===== config.mk =====
export PLATFORM = sky130hd
export DESIGN_NAME = bus_arbiter_rr
export DESIGN_NICKNAME = d
export VERILOG_FILES = /design/src/rtl/bus_arb_pkg.sv /design/src/rtl/bus_arbiter_rr_pick.sv /design/src/rtl/bus_arbiter_rr.sv
export SDC_FILE = /design/constraint.sdc
export NUM_CORES = 1
export LEC_CHECK = 0
export BUFFER_PORTS_ARGS = -buffer_cell sky130_fd_sc_hd__buf_2
export CORE_MARGIN = 2
export CORE_UTILIZATION = 40
export DETAILED_ROUTE_END_ITERATION = 10
export PLACE_DENSITY = 0.73
export SLEW_MARGIN = 20
export SYNTH_ARGS = -nofsm -noshare
export SYNTH_HDL_FRONTEND = slang
export SYNTH_SLANG_ARGS = --single-unit

===== constraint.sdc =====
create_clock -name clk -period 1.7 [get_ports clk]
set_clock_uncertainty 0.05 [all_clocks]
set_input_delay 0.34 -clock clk [delete_from_list [all_inputs] [get_ports clk]]
set_output_delay 0.34 -clock clk [all_outputs]
set_load 0.01 [all_outputs]

===== src/rtl/bus_arb_pkg.sv =====
// Shared definitions for the round-robin bus arbiter.
// State encoding and legal master-count limits.
package bus_arb_pkg;

    typedef enum logic {
        ARB_IDLE = 1'b0,
        ARB_BUSY = 1'b1
    } arb_state_e;

    localparam int MIN_MASTERS = 2;
    localparam int MAX_MASTERS = 8;

endpackage


===== src/rtl/bus_arbiter_rr_pick.sv =====
// Round-robin winner search: first eligible master after last_i,
// wrapping back to 0.
module rr_priority_pick
    import bus_arb_pkg::*;
#(
    parameter int NUM_MASTERS = 2,
    parameter int SEL_WIDTH   = $clog2(NUM_MASTERS)
) (
    input  logic [NUM_MASTERS-1:0] elig_i,
    input  logic [SEL_WIDTH-1:0]   last_i,
    output logic                   found_o,
    output logic [SEL_WIDTH-1:0]   idx_o
);

    logic                 hi_found;
    logic                 lo_found;
    logic [SEL_WIDTH-1:0] hi_idx;
    logic [SEL_WIDTH-1:0] lo_idx;

    // Upper half (above last) has priority over the wrapped lower half.
    always_comb begin
        hi_found = 1'b0;
        lo_found = 1'b0;
        hi_idx   = '0;
        lo_idx   = '0;
        for (int k = 0; k < NUM_MASTERS; k++) begin
            if (elig_i[k] && (k > int'(last_i)) && !hi_found) begin
                hi_found = 1'b1;
                hi_idx   = SEL_WIDTH'(k);
            end
            if (elig_i[k] && (k <= int'(last_i)) && !lo_found) begin
                lo_found = 1'b1;
                lo_idx   = SEL_WIDTH'(k);
            end
        end
    end

    assign found_o = hi_found | lo_found;
    assign idx_o   = hi_found ? hi_idx : lo_idx;

endmodule


===== src/rtl/bus_arbiter_rr.sv =====
// Round-robin bus arbiter with split-transaction parking and
// priority resume of the parked master.
module bus_arbiter_rr
    import bus_arb_pkg::*;
#(
    parameter int NUM_MASTERS = 2,
    parameter int SEL_WIDTH   = $clog2(NUM_MASTERS)
) (
    input  logic                   clk,
    input  logic                   rstn,
    input  logic [NUM_MASTERS-1:0] breq,
    output logic [NUM_MASTERS-1:0] bgrant,
    output logic [SEL_WIDTH-1:0]   msel,
    output logic                   bus_busy,
    input  logic                   split_req,
    input  logic                   split_done,
    output logic [NUM_MASTERS-1:0] msplit,
    output logic                   split_grant
);

    if (NUM_MASTERS < MIN_MASTERS || NUM_MASTERS > MAX_MASTERS) begin : g_bad_cfg
        $error("bus_arbiter_rr: NUM_MASTERS out of range");
    end

    arb_state_e state_q, state_d;

    logic [SEL_WIDTH-1:0]   last_q, last_d;
    logic [SEL_WIDTH-1:0]   owner_q, owner_d;
    logic                   split_valid_q, split_valid_d;
    logic                   resume_pend_q, resume_pend_d;
    logic [NUM_MASTERS-1:0] bgrant_q, bgrant_d;
    logic [SEL_WIDTH-1:0]   msel_q, msel_d;
    logic [NUM_MASTERS-1:0] msplit_q, msplit_d;
    logic                   split_grant_q, split_grant_d;

    logic [NUM_MASTERS-1:0] park_mask;
    logic [NUM_MASTERS-1:0] elig;
    logic                   found;
    logic [SEL_WIDTH-1:0]   pick;
    logic                   in_idle;
    logic                   eff_resume;
    logic                   resume_go;
    logic                   resume_drop;
    logic                   rr_go;
    logic                   split_go;
    logic                   release_go;

    assign park_mask = split_valid_q ? (NUM_MASTERS'(1) << owner_q) : '0;
    assign elig      = breq & ~park_mask;

    rr_priority_pick #(
        .NUM_MASTERS (NUM_MASTERS),
        .SEL_WIDTH   (SEL_WIDTH)
    ) u_pick (
        .elig_i  (elig),
        .last_i  (last_q),
        .found_o (found),
        .idx_o   (pick)
    );

    // A done pulse seen in IDLE resumes straight away; in BUSY it latches.
    assign in_idle     = (state_q == ARB_IDLE);
    assign eff_resume  = split_valid_q & (resume_pend_q | split_done);
    assign resume_go   = in_idle & eff_resume & breq[owner_q];
    assign resume_drop = in_idle & eff_resume & ~breq[owner_q];
    assign rr_go       = in_idle & ~resume_go & found;
    assign split_go    = ~in_idle & split_req & ~split_valid_q;
    assign release_go  = ~in_idle & ~split_go & ~breq[msel_q];

    always_ff @(posedge clk or negedge rstn) begin
        if (!rstn) begin
            state_q <= ARB_IDLE;
        end else begin
            state_q <= state_d;
        end
    end

    always_comb begin
        state_d = state_q;
        unique case (state_q)
            ARB_IDLE: if (resume_go || rr_go) state_d = ARB_BUSY;
            ARB_BUSY: if (split_go || release_go) state_d = ARB_IDLE;
            default:  state_d = ARB_IDLE;
        endcase
    end

    always_comb begin
        last_d        = last_q;
        owner_d       = owner_q;
        split_valid_d = split_valid_q;
        resume_pend_d = resume_pend_q;
        bgrant_d      = bgrant_q;
        msel_d        = msel_q;
        msplit_d      = '0;
        split_grant_d = 1'b0;
        unique case (state_q)
            ARB_IDLE: begin
                if (resume_go || resume_drop) begin
                    split_valid_d = 1'b0;
                    resume_pend_d = 1'b0;
                end
                if (resume_go) begin
                    bgrant_d      = NUM_MASTERS'(1) << owner_q;
                    msel_d        = owner_q;
                    split_grant_d = 1'b1;
                end else if (rr_go) begin
                    bgrant_d = NUM_MASTERS'(1) << pick;
                    msel_d   = pick;
                    last_d   = pick;
                end
            end
            ARB_BUSY: begin
                if (split_done && split_valid_q) resume_pend_d = 1'b1;
                if (split_go) begin
                    owner_d       = msel_q;
                    split_valid_d = 1'b1;
                    msplit_d      = NUM_MASTERS'(1) << msel_q;
                    bgrant_d      = '0;
                end else if (release_go) begin
                    bgrant_d = '0;
                end
            end
            default: bgrant_d = '0;
        endcase
    end

    always_ff @(posedge clk or negedge rstn) begin
        if (!rstn) begin
            last_q        <= SEL_WIDTH'(NUM_MASTERS - 1);
            owner_q       <= '0;
            split_valid_q <= 1'b0;
            resume_pend_q <= 1'b0;
            bgrant_q      <= '0;
            msel_q        <= '0;
            msplit_q      <= '0;
            split_grant_q <= 1'b0;
        end else begin
            last_q        <= last_d;
            owner_q       <= owner_d;
            split_valid_q <= split_valid_d;
            resume_pend_q <= resume_pend_d;
            bgrant_q      <= bgrant_d;
            msel_q        <= msel_d;
            msplit_q      <= msplit_d;
            split_grant_q <= split_grant_d;
        end
    end

    assign bgrant      = bgrant_q;
    assign msel        = msel_q;
    assign bus_busy    = |bgrant_q;
    assign msplit      = msplit_q;
    assign split_grant = split_grant_q;

endmodule

==> reports/qor.csv, run 1 <==
stage,metric,value,unit
synthesis,synth_compound_area_frac,0.197,
synthesis,postSynthCellCount,50,
clock_tree,tritoncts,yes,
layout,n_antenna_cell,0,
hold_path,hold_path_class,in -> reg,
drt,wl,993,um
hold_path,hold_depth,3,
pwr,p_clk_frac,0.150,
clock_tree,cts-root-buf,clkbuf_4,
synthesis,synth_ff_type,dfrtp_1,
sta,worst_pin_slew,0.514,ns
clock_tree,cts.clk_slew.worst_paths,0.07,ns
clock_tree,cts_setup_buffers,0,
pwr,p_sw_frac,0.371,
layout,areaGrowthSynthToFinish,24.9,%
status,status,completed,
floorplanning,core-area,1300,um^2
setup_path,crit_type,reg -> reg,
setup_path,path_depth,4,
global_routing,antenna_found_initial,0,
clock_tree,insertion_delay,0.27,ns
synthesis,ys_async_sr_fraction,1.00,
synthesis,yosysTopAreaCell,dfrtp_1,
placed_design,gp_congestion,0.887,
setup_path,critPathTopFamily,compound AO/OA/AOI/OAI gates,
drt,vias_per_cell,5.11,
setup_path,crit_required,1.85,ns
setup_path,cpPeakStageDelay,0.44,ns
setup_path,worstSetupEndpointType,flip-flop,
run,max_cap_violations,0,
sta,maxClockFrequency,625,MHz
floorplanning,dieWidth,41.2,um
global_routing,grt_pass1_vias,354,
synthesis,synth_top_family_by_area,simple AND/OR/NAND/NOR gates,
setup_path,cp_cell_sequence,a21bo_1 -> a221oi_2 -> nor2b_1 -> mux2_1,
clock_tree,cts_made_buffers,3,
layout,final_cell_mix,"buf_2, dfrtp_1, nor2_1, nor2b_1, nand2_1",
global_routing,grt_usage,0.168,
sta,setup_tns,0,ns
setup_path,critPathArrivalTime,1.75,ns
layout,design_area,691,um^2
clock_tree,htree_levels,1,
global_routing,grt_max_degree,12,
synthesis,synth_area,553,um^2
setup_path,ff2ff_path_depth,4,
sta,finalMaxSlewViolations,0,
pwr,p_leak,0.341,nW
global_routing,grt_pass1_wl,1660,um
layout,final_net_count,77,
synthesis,post_synth.cell_area_avg,11.1,um^2
placed_design,port_buffers,12,
synthesis,synth_nets,56,
setup_path,cp_max_fo,7,
sta,fin_crit_sh,0.941,
synthesis,synthTopCellsByArea,"dfrtp_1, mux2_1, nor2b_1",
drt,ant_nets,0,
drt,vias,434,
pwr,power_frac_comb,0.466,
setup_path,startpoint_type,flip-flop,
synthesis,synthMuxAreaShare,0.0611,
synthesis,netlist.area_leader.share,0.452,
setup_path,critPathBufInv,0,
sta,hold_viol_final,0,
synthesis,seq_area_frac_synth,0.500,
synthesis,yosysUniqueCellTypes,24,
drt,drtIter0Drc,9,
floorplanning,dieArea,1700,um^2
synthesis,synthSimpleGateAreaFrac,0.235,
setup_path,slowest_stage,dfrtp_1,
synthesis,yosysWarnings,0,
floorplanning,start_util,0.425,
drt,avgRoutedWirePerCell,11.7,um
pwr,p_per_area,1710,nW/um^2
sta,setup_viol,0,
synthesis,synth_edf_count,0,
global_routing,grt.overflow.total,0,
layout,layout_commonest_cell,buf_2,
pwr,p_sw,0.000439,W
synthesis,yosys.area_share.xor_xnor,0,
pwr,peakVddDrop,0.852,mV
layout,drive_above_1_share,0.357,
drt,drtPass1Iterations,4,
synthesis,synthAdderAreaFrac,0,
floorplanning,fp.dieH,41.2,um
clock_tree,cts.path.max_buffers,2,
sta,max_slew_margin,0.653,
sta,rsz0062_at_grt,false,
placed_design,place_area,654,um^2
pwr,p_int,0.000744,W
synthesis,synth_seq_cells,11,
clock_tree,clock-sinks,11,
pwr,sequentialPowerShare,0.384,
placed_design,dpl.hpwl,772,um
sta,period_needed,1.60,ns
drt,drcViolationCount,0,
floorplanning,row_count,13,
floorplanning,io_pins,13,
-- registers in the layout (all words and copies together) (netlist names) --
register	flops
state_q	1
msel	1
last_q	1
split_grant	1
bgrant	2
msplit	2
resume_pend_q	1
split_valid_q	1
owner_q	1
-- power groups by stage --
stage                     logic (W)  clock network (W)  registers [W]
after floorplan            0.000322                  0       0.000497
after global placement     0.000555                  0       0.000460
after detailed placement   0.000550                  0       0.000463
after CTS                  0.000556           0.000182       0.000458
after global routing       0.000620           0.000199       0.000475
final                      0.000552           0.000177       0.000455
-- per-layer routing --
layer / vias up / global-route usage / wire [um]
met5: - / 0 / 0
met4: 0 / 0.121 / 37
met3: 4 / 0.0652 / 50
met2: 12 / 0.207 / 392
met1: 197 / 0.231 / 513
li1: 221 / - / -
-- tightest hold or removal path, cell delays in order --
cell and delay [ns]:
buf_2 0.09, a21oi_1 0.06, nor2_1 0.07
-- metrics by stage --
step                       util  hold slack, ns  total power [W]  worst slack [ns]  instances
final                     0.531           0.269          0.00118             0.101         85
after detailed placement  0.503           0.171          0.00101            0.0418         80
after global placement    0.503           0.175          0.00102            0.0425         80
after global routing      0.531           0.270          0.00129            0.0216         85
after floorplan               -        -0.00559         0.000818             0.113         50
after CTS                 0.531           0.269          0.00120             0.102         85
-- cell families (layout without fill, tap and decap cells) --
group	Yosys count	in the layout
flops	11	11
compound gates	12	12
mux	3	3
buf+inv	1	21
simple gates	23	23
-- cells in the mapped netlist, drive strengths merged (2+ instances only) --
| cell type | n |
|---|---|
| nand3b | 2 |
| nand2 | 4 |
| o2bb2ai | 2 |
| mux2 | 3 |
| a21oi | 2 |
| nor2b | 5 |
| nor2 | 7 |
| nand2b | 2 |
| dfrtp | 10 |
-- final timing paths --
path                                                 from                        end  slack [ns]
worst max-delay path                  owner_q$_DFFE_PN0P_         last_q$_DFFE_PN1P_        0.10
worst min-delay path                           split_done  resume_pend_q$_DFFE_PN0P_        0.27
worst max register to register        owner_q$_DFFE_PN0P_         last_q$_DFFE_PN1P_        0.10
worst min register to register  resume_pend_q$_DFFE_PN0P_  resume_pend_q$_DFFE_PN0P_        0.45
max in group asynchronous                            rstn         last_q$_DFFE_PN1P_        0.93
min in group asynchronous                            rstn  resume_pend_q$_DFFE_PN0P_        0.41
-- timing repair --
action,4_1_cts,5_1_grt
hold buffers,1,0
gates resized for setup,0,0
hold endpoints to repair,10,0
-- final cells by class --
cell class | instances | area (um^2)
multi-input combinational | 38 | 273
inverter | 1 | 3.75
sequential | 11 | 277
tap | 15 | 18.8
fill | 139 | 611
timing repair buffer | 16 | 92.6
clock buffer | 4 | 26.3
Note: power is estimated with default switching activity, not from simulation.
==> run 2, diff against run 1 <==
- ABC_AREA: unset -> 1
- PLACE_DENSITY: 0.73 -> 0.74
==> run 2 against run 1 <==
Against the previous run:
- clock power about the same
- highest routed layer unchanged
- fmax increased by 8.3%
- critical endpoint is now bus_busy
- area after synthesis decreased by 6.1%
==> reports/qor.csv, run 2 <==
stage,metric,value,unit,change
pwr,power_frac_comb,0.444,,-0.022
clock_tree,cts.path.max_buffers,2,,unchanged
synthesis,synth_ff_type,dfrtp_1,,
floorplanning,fp.dieH,40.0,um,-2.8%
global_routing,grt_usage,0.156,,-0.0121
global_routing,grt.overflow.total,0,,unchanged
drt,drtPass1Iterations,4,,unchanged
sta,fin_hold_ws,0.285,ns,+0.0163 ns
hold_path,hold_path_class,in -> reg,,
global_routing,grt_pass1_wl,1550,um,-6.7%
floorplanning,dieWidth,40.0,um,-2.8%
setup_path,crit_required,1.31,ns,-0.54 ns
setup_path,startpoint_type,flip-flop,,
drt,drtIter0Drc,14,,+5
global_routing,grt_pass1_vias,365,,+3.1%
clock_tree,tritoncts,yes,,
floorplanning,core-area,1160,um^2,-11%
drt,ant_nets,0,,unchanged
floorplanning,start_util,0.449,,+0.0241
setup_path,crit_type,reg -> out,,
setup_path,worstSetupEndpointType,output pin,,
layout,layout_commonest_cell,nand2_1,,
drt,top_layer,met4,,
setup_path,slowest_stage,dfrtp_1,,
floorplanning,row_count,12,,-1
synthesis,synthTopCellsByArea,"dfrtp_1, nand2_1, nand3_1",,
sta,setup_viol,0,,unchanged
clock_tree,clock-sinks,11,,unchanged
sta,setup_tns,0,ns,unchanged
sta,fin_crit_sh,0.869,,-0.0719
drt,wl_met3,69,um,+38%
sta,period_needed,1.48,ns,-0.122 ns
synthesis,yosysMostFrequentCell,nand2_1,,
layout,n_antenna_cell,0,,unchanged
pwr,p_sw_frac,0.427,,+0.0560
pwr,p_per_area,1800,nW/um^2,+5.2%
pwr,peakVddDrop,0.852,mV,about the same
synthesis,yosysUniqueCellTypes,16,,-33%
synthesis,seq_area_frac_synth,0.533,,+0.0325
global_routing,antenna_found_initial,0,,unchanged
drt,vias,443,,+2.1%
clock_tree,htree_levels,1,,unchanged
clock_tree,insertion_delay,0.27,ns,about the same
drt,drcViolationCount,0,,unchanged
placed_design,dpl.hpwl,742,um,-3.9%
layout,drive_above_1_share,0.309,,-0.0485
drt,met1_length,428,um,-17%
placed_design,port_buffers,12,,unchanged
synthesis,synth_seq_cells,11,,unchanged
run,max_cap_violations,0,,unchanged
synthesis,post_synth.cell_area_avg,8.11,um^2,-27%
sta,rsz0062_at_grt,false,,
drt,avgRoutedWirePerCell,10.1,um,-13%
clock_tree,cts_made_buffers,3,,unchanged
synthesis,netlist_top_cells_count,"nand2_1, dfrtp_1, nand3_1, inv_1, nor2_1",,
setup_path,cp_cell_sequence,or2_2 -> buf_2,,
synthesis,ys_async_sr_fraction,1.00,,unchanged
sta,hold_viol_final,0,,unchanged
setup_path,cp_max_fo,3,,-4
synthesis,synth_edf_count,0,,unchanged
pwr,sequentialPowerShare,0.400,,+0.016
setup_path,cpPeakStageDelay,0.39,ns,-0.05 ns
global_routing,grt_max_degree,12,,unchanged
pwr,p_sw,0.000487,W,+11%
layout,areaGrowthSynthToFinish,21.9,%,
synthesis,synth_area,519,um^2,-6.1%
sta,maxClockFrequency,677,MHz,+8.3%
synthesis,yosysTopAreaCell,dfrtp_1,,
clock_tree,cts_setup_buffers,0,,unchanged
drt,wl,960,um,-3.3%
floorplanning,dieArea,1600,um^2,-5.5%
sta,finalMaxSlewViolations,0,,unchanged
placed_design,place_area,597,um^2,-8.8%
synthesis,postSynthCellCount,64,,+28%
status,status,completed,,
placed_design,gp_congestion,0.839,,-5.4%
layout,final_net_count,88,,+14%
clock_tree,cts.clk_slew.worst_paths,0.07,ns,about the same
floorplanning,io_pins,13,,unchanged
layout,final_cell_mix,"nand2_1, buf_2, dfrtp_1, nand3_1",,
sta,max_slew_margin,0.808,,+0.155
setup_path,critPathArrivalTime,1.09,ns,-0.66 ns
synthesis,yosysWarnings,0,,unchanged
synthesis,synth_nets,70,,+25%
clock_tree,cts-root-buf,clkbuf_4,,
pwr,p_clk_frac,0.156,,+0.006
drt,vias_per_cell,4.66,,-8.7%
synthesis,netlist.area_leader.share,0.482,,+0.0294
layout,design_area,633,um^2,-8.3%
pwr,p_leak,0.375,nW,+10%
drt,met2WireLength,435,um,+11%
pwr,p_int,0.000654,W,-12%
sta,worst_pin_slew,0.286,ns,-0.227 ns
## run 2: changes by cell type in the layout (fill, tap and decap cells not counted), sizes merged, moves of 3 or more
| cell | before | now |
|---|---|---|
| nand3 | 0 | 6 |
| o21ai | 0 | 3 |
| buf | 15 | 12 |
| inv | 1 | 8 |
| nand2 | 4 | 26 |
| mux2 | 3 | 0 |
| nor2b | 5 | 0 |
## run 2: logic make-up (layout without fill, tap and decap cells)
kind of cell	after synthesis	in the layout	synth area share
simple gates	39	39	0.340
flops	11	11	0.533
buf+inv	8	25	0.0627
compound gates	6	6	0.0651
## run 2: layout make-up
class	instances	area (um^2)
Sequential cell	11	277
Clock buffer	4	26.3
Inverter	8	32.5
Tap cell	14	17.5
Timing Repair Buffer	13	70.1
Multi-Input combinational cell	45	210
Fill cell	112	523
## run 2: worst paths after layout
kind	slack, ns	startpoint	endpoint	cells after the start
worst max-delay path	0.22	bgrant[1]$_DFFE_PN0P_	bus_busy	2
worst min-delay path	0.29	split_req	split_valid_q$_DFFE_PN0P_	3
worst max register to register	0.43	state_q$_DFF_PN0_	bgrant[0]$_DFFE_PN0P_	8
worst min register to register	0.43	last_q$_DFFE_PN1P_	last_q$_DFFE_PN1P_	2
max in group asynchronous	0.94	rstn	last_q$_DFFE_PN1P_	2
min in group asynchronous	0.40	rstn	resume_pend_q$_DFFE_PN0P_	2
## run 2: metal layers
metal	global-route usage	vias to the layer above
met5	0	-
met4	0.129	0
met3	0.0333	5
met2	0.230	14
met1	0.192	192
li1	-	232
## run 2: metrics by stage
step                      total power [W]  setup slack, ns  cells   util
after floorplan                  0.000820            0.560     64      -
after detailed placement         0.000965            0.423     90  0.516
after global placement           0.000944            0.485     90  0.516
after CTS                         0.00115            0.212     95  0.548
final                             0.00114            0.223     95  0.548
after global routing              0.00124            0.194     95  0.548
## run 2: what timing repair did
item,4_1_cts,5_1_grt
hold endpoints to repair,10,0
hold buffers,1,0
gates resized for setup,0,0
## run 2: critical path, delay by kind of cell (launching register included)
kind,cells,cell delay (ns)
buffers and inverters,1,0.14
DFF,1,0.39
and+or+nand+nor,1,0.29
## run 2: power groups by stage
stage               clock network [W]  logic [W]  registers [W]
floorplan                           0   0.000349       0.000471
global placement                    0   0.000489       0.000455
detailed placement                  0   0.000506       0.000459
CTS                          0.000182   0.000512       0.000454
global route                 0.000192   0.000577       0.000471
finish                       0.000178   0.000507       0.000456
==> run 3, diff against run 2 <==
- BUFFER_PORTS_ARGS: -buffer_cell sky130_fd_sc_hd__buf_2 -> unset
- DONT_BUFFER_PORTS: unset -> 1
- PLACE_DENSITY: 0.74 -> 0.65
==> run 3 against run 2 <==
Against the previous run:
- sequential cell count is the same
- combinational power shrank 19%
- largest cell class unchanged
- first-iteration DRC count shrank 29%
- clock-buffer cell count is the same
==> reports/qor.csv, run 3 (same netlist as run 2, synthesis figures left out) <==
stage,metric,value,unit,change
setup_path,slowest_stage,dfrtp_1,,
setup_path,crit_type,reg -> out,,
drt,vias_per_cell,4.82,,+3.3%
layout,num-fill-cells,103,,-8.0%
pwr,p_int,0.000611,W,-6.6%
setup_path,critPathBufInv,0,,-1
sta,fin_hold_ws,0.209,ns,-0.0762 ns
drt,avgRoutedWirePerCell,11.3,um,+11%
setup_path,critPathArrivalTime,1.04,ns,-0.05 ns
clock_tree,htree_levels,1,,unchanged
drt,top_layer,met4,,
pwr,sequentialPowerShare,0.451,,+0.051
global_routing,grt_usage,0.167,,+0.0113
placed_design,gp_congestion,0.775,,-7.6%
pwr,peakVddDrop,0.938,mV,+10%
drt,wl,934,um,-2.7%
clock_tree,tritoncts,yes,,
global_routing,grt_max_degree,12,,unchanged
drt,vias,400,,-9.7%
run,max_cap_violations,0,,unchanged
setup_path,crit_required,1.31,ns,about the same
sta,setup_tns,0,ns,unchanged
setup_path,startpoint_type,flip-flop,,
layout,multi_input_area,210,um^2,unchanged
layout,seqCellArea,277,um^2,unchanged
clock_tree,cts_made_buffers,3,,unchanged
sta,fin_crit_sh,0.839,,-0.0300
clock_tree,insertion_delay,0.27,ns,about the same
global_routing,grt_pass1_vias,390,,+6.8%
floorplanning,dieWidth,40.0,um,unchanged
setup_path,cpPeakStageDelay,0.42,ns,+0.03 ns
layout,n_antenna_cell,0,,unchanged
sta,hold_viol_final,0,,unchanged
sta,setup_viol,0,,unchanged
status,status,completed,,
sta,worst_pin_slew,0.495,ns,+0.209 ns
layout,layout_commonest_cell,nand2_1,,
drt,wl_met3,70,um,+1.4%
pwr,p_sw,0.000467,W,-4.3%
drt,drtPass1Iterations,3,,-1
placed_design,dpl.hpwl,692,um,-6.6%
placed_design,port_buffers,0,,-12
sta,period_needed,1.43,ns,-0.0509 ns
clock_tree,cts.path.max_buffers,2,,unchanged
global_routing,grt_pass1_wl,1620,um,+4.9%
pwr,p_leak,0.322,nW,-14%
clock_tree,cts_setup_buffers,0,,unchanged
drt,drtIter0Drc,10,,-4
layout,final_net_count,76,,-14%
clock_tree,clock-sinks,11,,unchanged
floorplanning,start_util,0.449,,unchanged
floorplanning,row_count,12,,unchanged
floorplanning,dieArea,1600,um^2,unchanged
clock_tree,cts-root-buf,clkbuf_4,,
hold_path,hold_path_class,in -> reg,,
layout,final_core_util,0.496,,-0.0519
sta,max_slew_margin,0.669,,-0.139
layout,design_area,573,um^2,-9.5%
global_routing,grt.overflow.total,0,,unchanged
setup_path,cp_max_fo,3,,unchanged
drt,ant_nets,0,,unchanged
pwr,power_frac_comb,0.382,,-0.062
pwr,p_clk_frac,0.167,,+0.011
floorplanning,fp.dieH,40.0,um,unchanged
drt,met2WireLength,430,um,-1.1%
floorplanning,io_pins,13,,unchanged
drt,drcViolationCount,0,,unchanged
sta,maxClockFrequency,701,MHz,+3.6%
setup_path,critPathTopFamily,flip-flops,,
layout,drive_above_1_share,0.188,,-0.120
setup_path,worstSetupEndpointType,output pin,,
layout,final_cell_mix,"nand2_1, dfrtp_1, nand3_1, inv_1, nor2_1",,
setup_path,path_depth,1,,-1
global_routing,antenna_found_initial,0,,unchanged
floorplanning,core-area,1160,um^2,unchanged
placed_design,place_area,537,um^2,-10%
clock_tree,cts_resized,0,,unchanged
hold_path,hold_depth,2,,-1
clock_tree,cts.clk_slew.worst_paths,0.07,ns,about the same
sta,finalMaxSlewViolations,0,,unchanged
setup_path,cp_cell_sequence,or2_2,,
layout,areaGrowthSynthToFinish,10.4,%,
sta,rsz0062_at_grt,false,,
setup_path,ff2ff_path_depth,8,,unchanged
pwr,p_per_area,1880,nW/um^2,+4.3%
drt,met1_length,411,um,-4.0%
clock_tree,postCtsHoldBufs,1,,unchanged
pwr,p_sw_frac,0.433,,+0.00599
## run 3: cell count changes in the layout (fill, tap and decap cells not counted), sizes merged
cell  delta
buf     -12
## run 3: layer usage
| layer | vias up | global-route usage |
|---|---|---|
| met5 | - | 0 |
| met1 | 180 | 0.183 |
| met4 | 0 | 0.0776 |
| met3 | 4 | 0.106 |
| li1 | 206 | - |
| met2 | 10 | 0.250 |
## run 3: stage by stage
stage / setup slack, ns / cells / power, W
floorplan: 0.560 / 64 / 0.000820
global placement: 0.488 / 78 / 0.000892
detailed placement: 0.471 / 78 / 0.000898
CTS: 0.259 / 83 / 0.00109
global route: 0.238 / 83 / 0.00119
finish: 0.274 / 83 / 0.00108
## run 3: power groups by stage
stage / registers [W] / clock network (W) / logic (W)
floorplan: 0.000471 / 0 / 0.000349
global placement: 0.000490 / 0 / 0.000402
detailed placement: 0.000491 / 0 / 0.000408
CTS: 0.000487 / 0.000184 / 0.000416
global route: 0.000508 / 0.000202 / 0.000482
finish: 0.000486 / 0.000180 / 0.000411
## run 3: final cells by class
type	instances	area share
sequential	11	0.483
multi-input combinational	45	0.367
inverter	8	0.0568
clock buffer	4	0.0459
tap	14	0.0306
timing repair buffer	1	0.0175
## run 3: path summary, 6_finish.rpt
path / from / to / slack [ns]
setup / recovery: bgrant[1]$_DFFE_PN0P_ / bus_busy / 0.27
hold / removal: split_req / split_valid_q$_DFFE_PN0P_ / 0.21
setup reg to reg: state_q$_DFF_PN0_ / bgrant[0]$_DFFE_PN0P_ / 0.46
hold reg to reg: last_q$_DFFE_PN1P_ / last_q$_DFFE_PN1P_ / 0.43
max in group asynchronous: rstn / last_q$_DFFE_PN1P_ / 0.83
min in group asynchronous: rstn / state_q$_DFF_PN0_ / 0.42
